**src/rtl/curve_engine_seq.sv**
```systemverilog
// curve_engine_seq: microcode sequencer feeding the curve engine execution unit.
// Build option: define CURVE_ENGINE_SEQ_STEP_EN to add single-step hold (step_en/step).
module curve_engine_seq #(
    parameter int UCODE_AW = 10,
    parameter int INSN_W   = 32,
    parameter int LOOP_W   = 10
) (
    input  logic                clk,
    input  logic                rst,
    input  logic                start,
    input  logic [UCODE_AW-1:0] start_pc,
    output logic [UCODE_AW-1:0] ucode_addr,
    output logic                ucode_rd,
    input  logic [INSN_W-1:0]   ucode_data,
    output logic                issue_valid,
    output logic [INSN_W-1:0]   issue_insn,
    input  logic                issue_ready,
    input  logic                exec_idle,
`ifdef CURVE_ENGINE_SEQ_STEP_EN
    input  logic                step_en,
    input  logic                step,
`endif
    output logic                busy,
    output logic                done,
    output logic                error,
    output logic [UCODE_AW-1:0] pc
);

    localparam logic [5:0] OP_JMP  = 6'h20;
    localparam logic [5:0] OP_LOOP = 6'h21;
    localparam logic [5:0] OP_BRNZ = 6'h22;
    localparam logic [5:0] OP_FIN  = 6'h3F;

`ifdef CURVE_ENGINE_SEQ_STEP_EN
    typedef enum logic [2:0] {
        S_IDLE, S_FETCH, S_DECODE, S_ISSUE, S_DRAIN, S_DONE, S_HOLD
    } state_t;
`else
    typedef enum logic [2:0] {
        S_IDLE, S_FETCH, S_DECODE, S_ISSUE, S_DRAIN, S_DONE
    } state_t;
`endif

    state_t              r_state;
    logic [UCODE_AW-1:0] r_pc;
    logic [LOOP_W-1:0]   r_ctr;
    logic [INSN_W-1:0]   r_insn;
    logic                r_rd;
    logic                r_valid;
    logic                r_busy;
    logic                r_done;
    logic                r_error;

    logic [5:0]          w_op;
    logic [LOOP_W-1:0]   w_imm;
    logic [UCODE_AW-1:0] w_target;
    logic [UCODE_AW-1:0] w_pc_inc;
    logic                w_pc_last;

    assign w_op      = ucode_data[5:0];
    assign w_imm     = ucode_data[8+LOOP_W-1:8];
    assign w_target  = ucode_data[INSN_W-1:INSN_W-UCODE_AW];
    assign w_pc_inc  = r_pc + 1'b1;
    assign w_pc_last = &r_pc;

    assign ucode_addr  = r_pc;
    assign ucode_rd    = r_rd;
    assign issue_valid = r_valid;
    assign issue_insn  = r_insn;
    assign busy        = r_busy;
    assign done        = r_done;
    assign error       = r_error;
    assign pc          = r_pc;

    // Sequencer FSM: fetch, resolve control flow locally, issue the rest.
    // Sequential advance past the last address aborts with error instead of wrapping.
    always_ff @(posedge clk or posedge rst) begin
        if (rst) begin
            r_state <= S_IDLE;
            r_pc    <= '0;
            r_ctr   <= '0;
            r_insn  <= '0;
            r_rd    <= 1'b0;
            r_valid <= 1'b0;
            r_busy  <= 1'b0;
            r_done  <= 1'b0;
            r_error <= 1'b0;
        end else begin
            r_rd   <= 1'b0;
            r_done <= 1'b0;
            unique case (r_state)
                S_IDLE: begin
                    if (start) begin
                        r_pc    <= start_pc;
                        r_error <= 1'b0;
                        r_busy  <= 1'b1;
                        r_rd    <= 1'b1;
                        r_state <= S_FETCH;
                    end
                end
                S_FETCH: begin
                    r_state <= S_DECODE;
                end
                S_DECODE: begin
                    r_insn <= ucode_data;
                    case (w_op)
                        OP_JMP: begin
                            r_pc    <= w_target;
                            r_rd    <= 1'b1;
                            r_state <= S_FETCH;
                        end
                        OP_LOOP: begin
                            r_ctr <= w_imm;
                            if (w_pc_last) begin
                                r_error <= 1'b1;
                                r_busy  <= 1'b0;
                                r_state <= S_IDLE;
                            end else begin
                                r_pc    <= w_pc_inc;
                                r_rd    <= 1'b1;
                                r_state <= S_FETCH;
                            end
                        end
                        OP_BRNZ: begin
                            if (r_ctr != '0) begin
                                r_ctr   <= r_ctr - 1'b1;
                                r_pc    <= w_target;
                                r_rd    <= 1'b1;
                                r_state <= S_FETCH;
                            end else if (w_pc_last) begin
                                r_error <= 1'b1;
                                r_busy  <= 1'b0;
                                r_state <= S_IDLE;
                            end else begin
                                r_pc    <= w_pc_inc;
                                r_rd    <= 1'b1;
                                r_state <= S_FETCH;
                            end
                        end
                        OP_FIN: begin
                            r_state <= S_DRAIN;
                        end
                        default: begin
`ifdef CURVE_ENGINE_SEQ_STEP_EN
                            if (step_en) begin
                                r_state <= S_HOLD;
                            end else begin
                                r_valid <= 1'b1;
                                r_state <= S_ISSUE;
                            end
`else
                            r_valid <= 1'b1;
                            r_state <= S_ISSUE;
`endif
                        end
                    endcase
                end
`ifdef CURVE_ENGINE_SEQ_STEP_EN
                S_HOLD: begin
                    if (step) begin
                        r_valid <= 1'b1;
                        r_state <= S_ISSUE;
                    end
                end
`endif
                S_ISSUE: begin
                    if (issue_ready) begin
                        r_valid <= 1'b0;
                        if (w_pc_last) begin
                            r_error <= 1'b1;
                            r_busy  <= 1'b0;
                            r_state <= S_IDLE;
                        end else begin
                            r_pc    <= w_pc_inc;
                            r_rd    <= 1'b1;
                            r_state <= S_FETCH;
                        end
                    end
                end
                S_DRAIN: begin
                    if (exec_idle) begin
                        r_done  <= 1'b1;
                        r_state <= S_DONE;
                    end
                end
                S_DONE: begin
                    r_busy  <= 1'b0;
                    r_state <= S_IDLE;
                end
                default: begin
                    r_state <= S_IDLE;
                end
            endcase
        end
    end

endmodule

```
**config.mk**
```make
export PLATFORM = sky130hd
export DESIGN_NAME = curve_engine_seq
export DESIGN_NICKNAME = d
export VERILOG_FILES = /design/src/rtl/curve_engine_seq.sv
export SDC_FILE = /design/constraint.sdc
export NUM_CORES = 1
export LEC_CHECK = 0
export ABC_CLOCK_PERIOD_IN_PS = 2500
export BUFFER_PORTS_ARGS = -buffer_cell sky130_fd_sc_hd__buf_2
export CORE_UTILIZATION = 52
export DETAILED_ROUTE_END_ITERATION = 8
export PLACE_DENSITY = 0.81
export SLEW_MARGIN = 20
export SYNTH_ARGS = -nofsm -noshare
export SYNTH_HDL_FRONTEND = slang
export SYNTH_SLANG_ARGS = --single-unit
```
**constraint.sdc**
```tcl
create_clock -name clk -period 2.5 [get_ports clk]
set_input_delay 0.5 -clock clk [delete_from_list [all_inputs] [get_ports clk]]
set_output_delay 0.5 -clock clk [all_outputs]
set_load 0.02 [all_outputs]
```
==> flow_summary.toml <==
[cts]
root_buffer = "clkbuf_8"
path_clk_slew_ns = 0.07
cts_tree = "built"
clk_latency_ns = 0.34
clock-sinks = 60
clockBufferDepth = 2
numCtsBuffers = 9
cts_setup_buffers = 0
htreeDepth = 3

[logic_synthesis]
netlist.area_leader.share_pct = 44.4
async_reset_ff_share_pct = 100
syn_nets = 449
synth_top_area_cell = "dfrtp_1"
synth_area_um2 = 3380
yosys_warnings = 0
synth-seq-area-share_pct = 44.4
ys_ff_latch = 60
synth_edf_count = 0
avgSynthCellArea_um2 = 8.45
synthCells = 400
synth.top_cells.by_area = "dfrtp_1 (44%), nand2_1 (14%), a21oi_1 (2.5%), buf_4 (2.2%), nand3_1 (2.1%)"
yosysUniqueCellTypes = 64
synth_flop_cell = "dfrtp_1"

[sta]
setup_violations = 0
max_freq_ghz = 0.423
fin_skew_ns = 0.00930
relSlewSlack_pct = 57.4
fin_crit_sh_pct = 94.5
finalMaxSlewViolations = 0
rsz0062_at_grt = "false"
max_slew.worst_pin.slew_ns = 0.636
hold_viol_final = 0
timing.final.crit_period_ns = 2.36
setup_slack_ns = 0.138
timing.setup.tns_ns = 0

[power]
switchingPower_w = 0.00255
switching_share_pct = 46.0
p_seq_share_pct = 33.0
p_leak_nw = 2.10
p_clk_share_pct = 18.5
irDropWorstVdd_v = 0.000823
power.density_nw_per_um2 = 1320
combPwrFrac_pct = 48.6
p_int_w = 0.00299

[detailed_routing]
drt-vias-per-instance = 5.90
wirelength_um = 9030
vias = 3424
wl_per_cell_um = 15.6
first_pass_iters = 5
ant_nets = 0
drtIter0Drc = 337
drc = 0

[global_route]
grt_antenna_before_repair = 0
grt_max_degree = 22
grt_pass1_vias = 3116
met1_usage_pct = 37.4
top_usage_layer = "met2"
grt_pass1_wl_um = 14500
grt_usage_pct = 28.4
grt.met3_usage_pct = 5.82
use_met2_pct = 44.5
gr-total-overflow = 0

[placed_design]
place_ws_ns = 0.0284
dp_cells = 564
place_hpwl_um = 6630
place_congestion = 0.902
port_buffers = 103

[floorplan]
io_pins = 104
die_h_um = 82.6
fp.dieW_um = 82.6
start_util_pct = 53.5
core_um2 = 6310
rows = 29
fp.dieArea_um2 = 6820

[setup_path]
cp_slowest_stage_delay_ns = 0.46
critPathArrivalTime_ns = 2.59
r2r_setup_slack_ns = 0.14
worstSetupPathType = "reg2reg"
reg2reg_depth = 7
slowest_stage = "nor4b_2"
cp-end-kind = "flip-flop"
crit_chain = "inv_1 > ha_1 > nor4b_2 > nand4_4 > a21oi_2 > o21ai_1 > a32o_1"
cp-start-kind = "flip-flop"
worst-path-max-fanout = 12
required_ns = 2.73

[cells_and_area]
layout-drive-gt1-share_pct = 29.8
multi_input_area_um2 = 1700
regArea_um2 = 1500
fillers = 552
syn_to_final_growth_pct = 23.9
antenna_cells = 0
final_cells = 580
nNetsFinal = 547

[hold_path]
hold_path.class = "in2async"

[run_status]
status = "complete, no violations"

[run]
cap_violations = 0
[registers in the layout, summed over array words and instances, names as in the netlist]
register / count
issue_insn: 32
pc: 10
issue_valid: 1
done: 1
r_ctr: 10
ucode_rd: 1
r_state: 3
busy: 1
error: 1
[repair_timing]
item,in CTS,in global routing
endpoints found under the setup margin,1,1
hold endpoints to repair,0,0
resized for setup,1,1
pin swaps,0,0
hold buffers,0,0
[cell families after synthesis]
family | Yosys count | share of synthesized area [%]
adders and majority gates | 2 | 0.741
DFF | 60 | 44.4
buffers and inverters | 40 | 6.00
and+or+nand+nor | 214 | 31.0
muxes | 1 | 0.333
AOI/OAI and AO/OA | 83 | 17.5
[synth_stat cells, drive strengths merged, types with 2 or more instances]
master   count
inv         11
a21oi       20
and3         2
o31a         2
a22oi        2
nor2        16
and4         3
a32o         2
a21o         2
or3          3
nor3        14
o32a         3
o22ai        2
nand4       10
nor2b        4
a2bb2oi      2
o211ai       5
nor4         4
nand3       14
buf         17
nor3b        4
nand2b       2
a211oi       4
ha           2
nand2      128
o21ai       12
clkbuf      12
a31oi        9
or4b         2
o22a         2
o2bb2ai      4
dfrtp       60
nor4b        3
[power by group through the flow]
stage / sequential, W / combinational [W] / clock, W
CTS: 0.00182 / 0.00269 / 0.00103
detailed placement: 0.00182 / 0.00268 / 0
global placement: 0.00180 / 0.00260 / 0
floorplan: 0.00217 / 0.00152 / 0
finish: 0.00183 / 0.00269 / 0.00102
global route: 0.00189 / 0.00298 / 0.00108
[layout make-up]
cell class | count | area share (%)
multi-input combinational | 300 | 40.6
sequential | 60 | 35.9
timing repair buffer | 116 | 14.7
clock buffer | 11 | 3.62
tap | 77 | 2.30
clock inverter | 5 | 2.00
inverter | 11 | 0.987
[worst max-delay path: cells and delay by family (launching register included)]
| kind | cells | cell delay (ns) |
|---|---|---|
| buf+inv | 1 | 0.10 |
| fa+ha+maj | 1 | 0.23 |
| simple gates | 2 | 0.76 |
| flops | 1 | 0.40 |
| compound gates | 3 | 0.76 |
[cell usage in the layout (no fill, tap or decap), types with 3 or more instances in the layout]
cell type,synthesis,final
a211oi_1,4,4
a21oi_1,17,17
a21oi_2,3,3
a31oi_1,9,9
and4_1,3,3
buf_2,6,103
buf_4,10,13
clkbuf_8,0,11
dfrtp_1,60,60
inv_1,11,10
nand2_1,127,127
nand3_1,14,14
nand4_1,9,9
nor2_1,16,15
nor2b_1,4,4
nor3_1,12,12
nor3b_1,4,4
nor4_1,3,3
o211ai_1,5,5
o21ai_0,8,8
o21ai_1,3,3
o2bb2ai_1,4,4
o32a_1,3,3
[metal layers]
metal  part of all wire (%)  wire length (um)
met5                      0                 0
met4                    2.5               230
met3                    7.2               654
met2                     47              4210
met1                     44              3940
[worst paths after layout]
path	startpoint	to
max in group asynchronous	rst	issue_insn[24]
min	rst	issue_insn[13]
max reg2reg	r_ctr[0]	pc[0]
min reg2reg	issue_insn[26]	issue_insn[26]
min in group clk	ucode_data[6]	issue_insn[6]
max	r_ctr[0]	pc[0]
[stage by stage]
stage	util [%]	total power [W]	hold WS [ns]	instance area, um^2
floorplan	-	0.00369	0.474	3380
global placement	62.3	0.00440	0.453	3930
detailed placement	62.3	0.00450	0.456	3930
CTS	66.1	0.00553	0.141	4180
global route	66.3	0.00594	0.165	4180
finish	66.3	0.00554	0.137	4180
Power figures use the tool's default switching activity.
